File: src/rtl/spi_pkg.sv
// Shared types and constants for the SPI slave front end and its RAM-side peers.
package spi_pkg;

    localparam int unsigned FRAME_W_DFLT = 10;
    localparam int unsigned DATA_W_DFLT  = 8;

    localparam logic [1:0] CMD_WR_ADDR = 2'b00;
    localparam logic [1:0] CMD_WR_DATA = 2'b01;
    localparam logic [1:0] CMD_RD_ADDR = 2'b10;
    localparam logic [1:0] CMD_RD_DATA = 2'b11;

    typedef enum logic [2:0] {
        StIdle,
        StChkCmd,
        StWrite,
        StReadAdd,
        StReadData
    } spi_state_e;

endpackage

File: src/rtl/spi_slave_if.sv
// Serial pins plus RAM-side frame/read-data handshake of the SPI slave.
// SPI_FRAME_ERR_EN adds the frame_err abort strobe.
interface spi_slave_if import spi_pkg::*; #(
    parameter int unsigned FRAME_W = FRAME_W_DFLT,
    parameter int unsigned DATA_W  = DATA_W_DFLT
);

    logic               SS_n;
    logic               MOSI;
    logic               MISO;
    logic [FRAME_W-1:0] rx_data;
    logic               rx_valid;
    logic [DATA_W-1:0]  tx_data;
    logic               tx_valid;
`ifdef SPI_FRAME_ERR_EN
    logic               frame_err;
`endif

    modport slave (
        input  SS_n, MOSI, tx_data, tx_valid,
`ifdef SPI_FRAME_ERR_EN
        output frame_err,
`endif
        output MISO, rx_data, rx_valid
    );

    modport master (
        output SS_n, MOSI, tx_data, tx_valid,
`ifdef SPI_FRAME_ERR_EN
        input  frame_err,
`endif
        input  MISO, rx_data, rx_valid
    );

endinterface

File: src/rtl/spi_tx_serializer.sv
// MSB-first parallel-to-serial shifter for RAM read data; busy while bits remain,
// done once the last bit has been driven. DATA_W must be at least 2.
module spi_tx_serializer import spi_pkg::*; #(
    parameter int unsigned DATA_W = DATA_W_DFLT
) (
    input  logic              clk,
    input  logic              rst_n,
    input  logic              clear,
    input  logic              load,
    input  logic [DATA_W-1:0] data,
    output logic              sout,
    output logic              busy,
    output logic              done
);

    localparam int unsigned RemW = $clog2(DATA_W);

    logic [DATA_W-1:0] shreg_q;
    logic [RemW-1:0]   remaining_q;

    always_ff @(posedge clk) begin
        if (!rst_n || clear) begin
            shreg_q     <= '0;
            remaining_q <= '0;
            sout        <= 1'b0;
            busy        <= 1'b0;
            done        <= 1'b0;
        end else if (load) begin
            // MSB goes out immediately; the rest follow one per cycle.
            shreg_q     <= data << 1;
            sout        <= data[DATA_W-1];
            remaining_q <= RemW'(DATA_W - 1);
            busy        <= 1'b1;
            done        <= 1'b0;
        end else if (busy) begin
            if (remaining_q != '0) begin
                sout        <= shreg_q[DATA_W-1];
                shreg_q     <= shreg_q << 1;
                remaining_q <= remaining_q - 1'b1;
            end else begin
                sout <= 1'b0;
                busy <= 1'b0;
                done <= 1'b1;
            end
        end
    end

endmodule

File: src/rtl/spi_slave.sv
// SPI slave front end: MOSI frame deserialiser, command FSM and MISO read-data path.
// Define SPI_FRAME_ERR_EN to add the frame_err abort pulse on the interface.
module spi_slave import spi_pkg::*; #(
    parameter int unsigned FRAME_W = FRAME_W_DFLT,
    parameter int unsigned DATA_W  = DATA_W_DFLT
) (
    input logic        clk,
    input logic        rst_n,
    spi_slave_if.slave bus
);

    // bit_cnt counts received bits; FRAME_W+1 marks "frame delivered, ignore the rest".
    localparam int unsigned     CntW    = $clog2(FRAME_W + 2);
    localparam logic [CntW-1:0] CntFull = CntW'(FRAME_W);
    localparam logic [CntW-1:0] CntDone = CntW'(FRAME_W + 1);

    spi_state_e         state_q;
    logic [CntW-1:0]    bit_cnt_q;
    logic [FRAME_W-1:0] shreg_q;
    logic [FRAME_W-1:0] rx_data_q;
    logic               rx_valid_q;
    logic               rd_addr_seen_q;

    logic tx_load;
    logic tx_sout;
    logic tx_busy;
    logic tx_done;

    // Read data is accepted once, only after the READ_DATA frame has been delivered.
    assign tx_load = !bus.SS_n && (state_q == StReadData) && (bit_cnt_q == CntDone) &&
                     bus.tx_valid && !tx_busy && !tx_done;

    always_ff @(posedge clk) begin
        if (!rst_n) begin
            state_q        <= StIdle;
            bit_cnt_q      <= '0;
            shreg_q        <= '0;
            rx_data_q      <= '0;
            rx_valid_q     <= 1'b0;
            rd_addr_seen_q <= 1'b0;
        end else begin
            rx_valid_q <= 1'b0;
            if (bus.SS_n) begin
                state_q   <= StIdle;
                bit_cnt_q <= '0;
            end else begin
                unique case (state_q)
                    StIdle: begin
                        state_q   <= StChkCmd;
                        bit_cnt_q <= '0;
                    end
                    StChkCmd: begin
                        shreg_q   <= {shreg_q[FRAME_W-2:0], bus.MOSI};
                        bit_cnt_q <= CntW'(1);
                        if (!bus.MOSI)          state_q <= StWrite;
                        else if (rd_addr_seen_q) state_q <= StReadData;
                        else                    state_q <= StReadAdd;
                    end
                    StWrite, StReadAdd, StReadData: begin
                        if (bit_cnt_q < CntFull) begin
                            shreg_q   <= {shreg_q[FRAME_W-2:0], bus.MOSI};
                            bit_cnt_q <= bit_cnt_q + 1'b1;
                        end else if (bit_cnt_q == CntFull) begin
                            rx_data_q  <= shreg_q;
                            rx_valid_q <= 1'b1;
                            bit_cnt_q  <= CntDone;
                            if (state_q == StReadAdd)  rd_addr_seen_q <= 1'b1;
                            if (state_q == StReadData) rd_addr_seen_q <= 1'b0;
                        end
                    end
                    default: state_q <= StIdle;
                endcase
            end
        end
    end

    spi_tx_serializer #(
        .DATA_W (DATA_W)
    ) u_tx (
        .clk   (clk),
        .rst_n (rst_n),
        .clear (bus.SS_n),
        .load  (tx_load),
        .data  (bus.tx_data),
        .sout  (tx_sout),
        .busy  (tx_busy),
        .done  (tx_done)
    );

    assign bus.MISO     = tx_sout;
    assign bus.rx_data  = rx_data_q;
    assign bus.rx_valid = rx_valid_q;

`ifdef SPI_FRAME_ERR_EN
    logic frame_err_q;
    logic in_payload;

    assign in_payload = (state_q == StWrite) || (state_q == StReadAdd) ||
                        (state_q == StReadData);

    always_ff @(posedge clk) begin
        if (!rst_n) begin
            frame_err_q <= 1'b0;
        end else begin
            frame_err_q <= bus.SS_n && in_payload &&
                           ((bit_cnt_q < CntFull) || ((state_q == StReadData) && !tx_done));
        end
    end

    assign bus.frame_err = frame_err_q;
`endif

endmodule
File: src/flat_wrapper.sv
// flat-port wrapper written by rule: the top's interface ports become plain ports
module spi_slave_flat import spi_pkg::*;
#(
    parameter int unsigned FRAME_W = FRAME_W_DFLT,
    parameter int unsigned DATA_W  = DATA_W_DFLT
)
  (clk, rst_n, bus_SS_n, bus_MOSI, bus_tx_data, bus_tx_valid, bus_MISO, bus_rx_data, bus_rx_valid);
  spi_slave_if #(.FRAME_W(FRAME_W), .DATA_W(DATA_W)) bus_i ();
  input logic clk;
  input logic rst_n;
  input wire logic [$bits(bus_i.SS_n)-1:0] bus_SS_n;
  input wire logic [$bits(bus_i.MOSI)-1:0] bus_MOSI;
  input wire logic [$bits(bus_i.tx_data)-1:0] bus_tx_data;
  input wire logic [$bits(bus_i.tx_valid)-1:0] bus_tx_valid;
  output wire logic [$bits(bus_i.MISO)-1:0] bus_MISO;
  output wire logic [$bits(bus_i.rx_data)-1:0] bus_rx_data;
  output wire logic [$bits(bus_i.rx_valid)-1:0] bus_rx_valid;
  assign bus_i.SS_n = bus_SS_n;
  assign bus_i.MOSI = bus_MOSI;
  assign bus_i.tx_data = bus_tx_data;
  assign bus_i.tx_valid = bus_tx_valid;
  assign bus_MISO = bus_i.MISO;
  assign bus_rx_data = bus_i.rx_data;
  assign bus_rx_valid = bus_i.rx_valid;
  spi_slave #(.FRAME_W(FRAME_W), .DATA_W(DATA_W)) u_core (.clk(clk), .rst_n(rst_n), .bus(bus_i));
endmodule
File: config.mk
export PLATFORM = sky130hd
export DESIGN_NAME = spi_slave_flat
export DESIGN_NICKNAME = d
export VERILOG_FILES = /design/src/rtl/spi_pkg.sv /design/src/rtl/spi_slave_if.sv /design/src/rtl/spi_tx_serializer.sv /design/src/rtl/spi_slave.sv /design/src/flat_wrapper.sv
export SDC_FILE = /design/constraint.sdc
export NUM_CORES = 1
export LEC_CHECK = 0
export ABC_CLOCK_PERIOD_IN_PS = 1800
export BUFFER_PORTS_ARGS = -buffer_cell sky130_fd_sc_hd__buf_2
export CAP_MARGIN = 15
export CORE_MARGIN = 1
export CORE_UTILIZATION = 51
export DETAILED_ROUTE_END_ITERATION = 6
export PLACE_DENSITY = 0.75
export SLEW_MARGIN = 20
export SYNTH_ARGS = -nofsm -noshare
export SYNTH_HDL_FRONTEND = slang
export SYNTH_HIERARCHICAL = 1
export SYNTH_SLANG_ARGS = --single-unit
File: constraint.sdc
create_clock -name clk -period 1.8 [get_ports clk]
set_clock_uncertainty 0.05 [all_clocks]
set_input_delay 0.18 -clock clk [delete_from_list [all_inputs] [get_ports clk]]
set_output_delay 0.18 -clock clk [all_outputs]
set_load 0.03 [all_outputs]
==> results.cfg, run 1 <==
[setup_path]
critPathMaxStageDelay_ps = 360
worstSetupPathType = reg -> reg
path_max_fanout = 10
regToRegSetupSlack_ps = 140
worstRegToRegCells = 6
worstPathCellList = ha_2, nand2_1, nor4_4, inv_1, o21ai_0, a211oi_1
cp-end-kind = flop
crit_required_ps = 1920
reg2reg_from = u_core/bit_cnt_q[1]
crit_arrival_ps = 1780
critPathSlowestCell = dfxtp_2
rr_endpoint = u_core/u_tx/shreg_q[6]
cp-start-kind = flop

[drt]
vias = 1556
dr_wl_met2_um = 1550
vias_per_cell = 5.46
top_layer = met4
drc = 0
postRouteAntennaNets = 0
drt-total-wl_um = 3560
met3WireLength_um = 166
drtIter0Drc = 103
wl_per_cell_um = 12.5
drt-met1-wl_um = 1800
drt_first_pass_iters = 4

[yosys]
syn_inst = 202
yosysTopAreaCell = dfxtp_1
yosys-top-cells-count = 42 x dfxtp_1, 21 x mux2i_1, 20 x nand2_1
ys_ff_latch = 42
synth-async-reset-ratio_pct = 0
ys_types = 43
synth_flop_cell = dfxtp_1
ys_warn_count = 6
seq_area_frac_synth_pct = 43.8
syn_nets = 219
synth_area_mm2 = 0.00192
yosys.cell_count.top_type = dfxtp_1
synth_edf_count = 0
netlist_top_cells_area = dfxtp_1 44%, mux2i_1 11%, a211oi_1 5.5%
syn_avg_cell_area_um2 = 9.51
synth_top_area_share_pct = 43.8

[cts]
cts_tree = yes
postCtsSetupBuffers = 0
clk_path_buf_depth = 2
insertion_delay_ps = 290
clk_pin_slew_worst_paths_ps = 80
cts-root-buf = clkbuf_8
numCtsBuffers = 5
htree_levels = 2
postCtsHoldBufs = 0
cts.sinks = 42

[floorplan]
rows = 21
die_w_um = 63.4
io_pins = 25
design.die.area_mm2 = 0.00402
chipHeight_um = 63.4
start_util_pct = 55.4
core_mm2 = 0.00347

[timing]
setup_slack_ps = 142
timing.final.hold_violations = 0
setup_tns_ps = 0
max_freq_mhz = 603
period_share_pct = 92.1
hold_slack_ps = 95.4
max_slew.worst_pin.slew_ps = 443
setup_viol = 0
fin_crit_ps = 1660
slew_violations = 0
rsz0062_at_grt = yes
relSlewSlack_pct = 69.7

[place]
post_dp_cell_area_mm2 = 0.00217
gp_congestion = 0.823
dpl.cell_count = 277
port-buffer-count = 24
dpl_worst_slack_ps = 62.5
dp_hpwl_um = 2580

[hold_path]
worstHoldPathCells = 3
holdPathEnd = u_core/u_tx/shreg_q[1]
hold_start = bus_tx_data[0]
hold_class = in -> reg

[power]
p_sw_share_pct = 20.8
p_per_area_mw_per_mm2 = 760
vdd_drop_max_v = 0.000644
p_seq_share_pct = 53.5
clkPwrFrac_pct = 41.7
p_int_uw = 1380
pwr-share-comb_pct = 4.8
p_sw_uw = 364
leakage_uw = 0.000928

[global_route]
grt_pass1_wl_um = 6030
antenna_found_initial = 0
grt_max_degree = 15
gr-total-overflow = 0
grt_pass1_vias = 1406
grt_usage_pct = 19.2

[finish]
final_net_count = 255
fill_cells = 326
final-seq-area_um2 = 842
design_area_mm2 = 0.00230
drive_gt1_share_pct = 26.4
multi_input_area_um2 = 991
synthToLayoutAreaGrowth_pct = 19.9
antenna_cells = 0
fin_cells = 285

[run_status]
status = finished, final reports clean

[flow_run]
drv_cap = 0
stage by stage:
stage,utilization [%],total power [µW]
2_1_floorplan,-,1010
3_3_place_gp,62.6,1040
3_5_place_dp,62.6,1040
4_1_cts,65.8,1770
5_1_grt,66.4,1820
6_report,66.4,1750
power by group through the flow:
| stage | Combinational (µW) | Sequential, µW | Clock [µW] |
|---|---|---|---|
| 2_1_floorplan | 47.5 | 958 | 0 |
| 5_1_grt | 92.2 | 936 | 793 |
| 3_5_place_dp | 82.9 | 957 | 0 |
| 4_1_cts | 83.5 | 935 | 752 |
| 3_3_place_gp | 83.4 | 957 | 0 |
| 6_report | 83.9 | 936 | 729 |
area by class of cell:
cell class,instances,area share (%)
timing repair buffer,41,11.5
multi-input combinational,138,43.0
sequential,42,36.6
inverter,10,1.63
tap,46,2.50
clock buffer,6,3.15
clock inverter,2,1.63
critical path, delay by kind of cell, from the launching register on:
| kind | cells | cell delay [ps] |
|---|---|---|
| AO/OA/AOI/OAI | 2 | 300 |
| adder cells (fa/ha/maj) | 1 | 200 |
| buffers and inverters | 1 | 220 |
| flip-flops | 1 | 360 |
| AND/OR/NAND/NOR | 2 | 390 |
cells in the final DEF (no fill, tap or decap), drive strengths merged, types with 10 or more instances in the layout:
cell	instances
mux2i	21
buf	41
inv	10
o21ai	12
nor2	10
nor2b	13
a211oi	14
dfxtp	42
nand2	20
worst max-delay path by stage:
stage                              startpoint                endpoint  slack (ps)  cells after the start
after floorplan             u_core/state_q[0]  u_core/u_tx/shreg_q[3]          20                      7
after global placement               bus_SS_n  u_core/u_tx/shreg_q[4]         140                      8
after detailed placement    u_core/state_q[0]  u_core/u_tx/shreg_q[4]          60                      7
after CTS                   u_core/state_q[0]  u_core/u_tx/shreg_q[4]          40                      7
after global routing      u_core/bit_cnt_q[1]  u_core/u_tx/shreg_q[2]         -20                      7
final                     u_core/bit_cnt_q[1]  u_core/u_tx/shreg_q[6]         140                      6
per-layer routing:
| layer | GRT usage, % | up-vias |
|---|---|---|
| met1 | 25.0 | 722 |
| met5 | 0 | - |
| met3 | 5.62 | 4 |
| met2 | 30.1 | 31 |
| met4 | 6.82 | 0 |
| li1 | - | 799 |
registers in the layout, summed over array words and instances (netlist names), 3 cells and up:
name and cells:
u_core/bit_cnt_q 4, u_core/bus.rx_data 10, u_core/shreg_q 10, u_core/state_q 3, u_core/u_tx/remaining_q 3, u_core/u_tx/shreg_q 7
kinds of logic (layout without fill, tap and decap cells):
logic type                 count (synthesis)  count (layout)  share of synthesized area [%]
buffers and inverters                     22              59                           6.25
AOI/OAI and AO/OA                         54              54                           20.2
DFF                                       42              42                           43.8
muxes                                     21              21                           10.9
and+or+nand+nor                           59              59                           16.2
adders and majority gates                  4               4                           2.61
repair_timing:
item	CTS	global route
gates resized for setup	0	6
endpoints found under the hold margin	0	0
endpoints found under the setup margin	0	7
Power figures use the tool's default switching activity.
==> run 2: changes to the inputs <==
SYNTH_HIERARCHICAL = default   (was 1)
==> results.cfg, run 2 <==
[setup_path]
worstRegToRegCells = 6
reg2reg_from = u_core.bit_cnt_q[2]
path_max_fanout = 4
crit_required_ps = 1930
crit_arrival_ps = 1900
cp-end-kind = flop
worstSetupPathType = reg -> reg
cp-start-kind = flop
startpoint = u_core.bit_cnt_q[2]
rr_endpoint = u_core.bus.rx_data[8]
regToRegSetupSlack_ps = 40

[floorplan]
design.die.area_mm2 = 0.00399
start_util_pct = 55.1
core_mm2 = 0.00347
rows = 21
chipHeight_um = 63.2
io_pins = 25
die_w_um = 63.2

[finish]
design_area_mm2 = 0.00235
antenna_cells = 0
final_cell_mix = 37 x dfxtp_1, 30 x nand2_1, 24 x buf_2
synthToLayoutAreaGrowth_pct = 22.9
fill_cells = 307
post-route-util_pct = 67.7
final_net_count = 259
drive_gt1_share_pct = 29.3
layout_commonest_cell = dfxtp_1

[power]
leakage_uw = 0.000823
vdd_drop_max_v = 0.000459
p_per_area_mw_per_mm2 = 758

[global_route]
met1_usage_pct = 22.9
gr-total-overflow = 0
antenna_found_initial = 0
grt_pass1_vias = 1550
grt_use_met3_pct = 4.89
grt_pass1_wl_um = 6470
grt_usage_pct = 20.5
busiest_layer = met2
grt_max_degree = 24
grtUsageMet2_pct = 37.0

[cts]
cts-root-buf = clkbuf_8
postCtsHoldBufs = 0
numCtsBuffers = 5
cts_tree = yes
clk_path_buf_depth = 2
cts.sinks = 42
insertion_delay_ps = 290
clk_pin_slew_worst_paths_ps = 80
htree_levels = 2

[drt]
drt-total-wl_um = 4060
drt_first_pass_iters = 4
wl_per_cell_um = 14.1
drtIter0Drc = 63
vias = 1579
vias_per_cell = 5.48
postRouteAntennaNets = 0
drc = 0

[timing]
max_slew.worst_pin.slew_ps = 481
relSlewSlack_pct = 67.6
rsz0062_at_grt = yes
period_share_pct = 97.8
setup_viol = 0
slew_violations = 0
max_freq_mhz = 568
fin_crit_ps = 1760
timing.final.hold_violations = 0

[run_status]
status = finished, final reports clean

[yosys]
yosys.cell_count.top_type = dfxtp_1
yosysTopAreaCell = dfxtp_1
yosys-top-cells-count = 42 x dfxtp_1, 30 x nand2_1, 22 x mux2i_1
synth_edf_count = 0
ys_types = 37
netlist_top_cells_area = dfxtp_1 44%, mux2i_1 12%, nand2_1 5.9%
synth_area_mm2 = 0.00191
synth_flop_cell = dfxtp_1
ys_warn_count = 0
syn_nets = 224
synth_top_area_share_pct = 44.0
syn_inst = 207
synth-async-reset-ratio_pct = 0
syn_avg_cell_area_um2 = 9.23
ys_ff_latch = 42
seq_area_frac_synth_pct = 44.0

[place]
gp_congestion = 0.915
post_dp_cell_area_mm2 = 0.00212
dp_hpwl_um = 2580
port-buffer-count = 24

[hold_path]
hold_class = in -> reg
hold_start = bus_tx_data[0]
holdPathEnd = u_core.u_tx.shreg_q[1]
worstHoldPathCells = 3

[flow_run]
drv_cap = 0
[run 2: cell types whose count changed after synthesis, sizes merged, moves of 3 or more]
cell / previous run / this run
inv: 10 / 6
a21oi: 6 / 15
nand3: 0 / 4
a311oi: 0 / 5
o21ai: 12 / 4
nand2: 20 / 30
buf: 8 / 5
a21boi: 5 / 1
a211oi: 14 / 2
clkbuf: 4 / 10
[run 2: worst max-delay path by stage]
stage / slack [ps] / cells past startpoint / end
4_1_cts: 10 / 6 / u_core.bus.rx_data[6]
3_3_place_gp: 60 / 6 / u_core.bus.rx_data[6]
5_1_grt: -30 / 6 / u_core.bus.rx_data[3]
6_report: 40 / 6 / u_core.bus.rx_data[8]
3_5_place_dp: 4 / 4 / u_core.u_tx.shreg_q[7]
2_1_floorplan: -50 / 6 / u_core.u_tx.shreg_q[2]
[run 2: cells by family after synthesis]
family | synth area share [%]
and+or+nand+nor | 20.3
xor gates and xnor gates | 0.917
muxes | 11.5
DFF | 44.0
AOI/OAI and AO/OA | 15.5
adders and majority gates | 2.62
buffers and inverters | 5.11
[run 2: final cells by class]
cell class	count	area (µm²)	area share, %
Clock buffer	6	82.6	3.52
Clock inverter	1	30.0	1.28
Inverter	6	22.5	0.959
Multi-Input combinational cell	146	1040	44.3
Sequential cell	42	855	36.4
Tap cell	46	57.6	2.45
Timing Repair Buffer	41	259	11.0
[run 2: worst max-delay path: stages (launching register included)]
cell,delay (ps)
dfxtp_4,370
buf_4,140
or3_4,390
a211oi_4,270
buf_4,190
mux2i_1,180
nor2b_1,60
[run 2: power breakdown]
part | switching (µW) | internal (µW)
Clock | 312 | 444
Sequential | 3.21 | 929
Combinational | 49.6 | 42.4
Total | 365 | 1410
[run 2: layer usage]
layer | vias to the layer above | wire length [µm]
met2 | 28 | 2020
met3 | 8 | 119
li1 | 792 | -
met1 | 751 | 1860
met4 | 0 | 63
met5 | - | 0
[run 2: stage by stage]
| stage | std cells | setup TNS [ps] | power, µW | hold slack, ps | setup WS, ps |
|---|---|---|---|---|---|
| global placement | 275 | 0 | 1040 | 378 | 59.0 |
| floorplan | 207 | -267 | 1000 | 266 | -49.0 |
| finish | 288 | 0 | 1780 | 83.9 | 39.4 |
| CTS | 282 | 0 | 1790 | 72.8 | 10.4 |
| global route | 288 | -88.6 | 1830 | 106 | -34.2 |
| detailed placement | 275 | 0 | 1040 | 384 | 3.66 |
[run 2: repair_timing]
action,CTS,global route
endpoints found under the setup margin,1,26
cloned,0,3
pin swaps,0,5
setup buffers,0,3
gates resized for setup,1,21
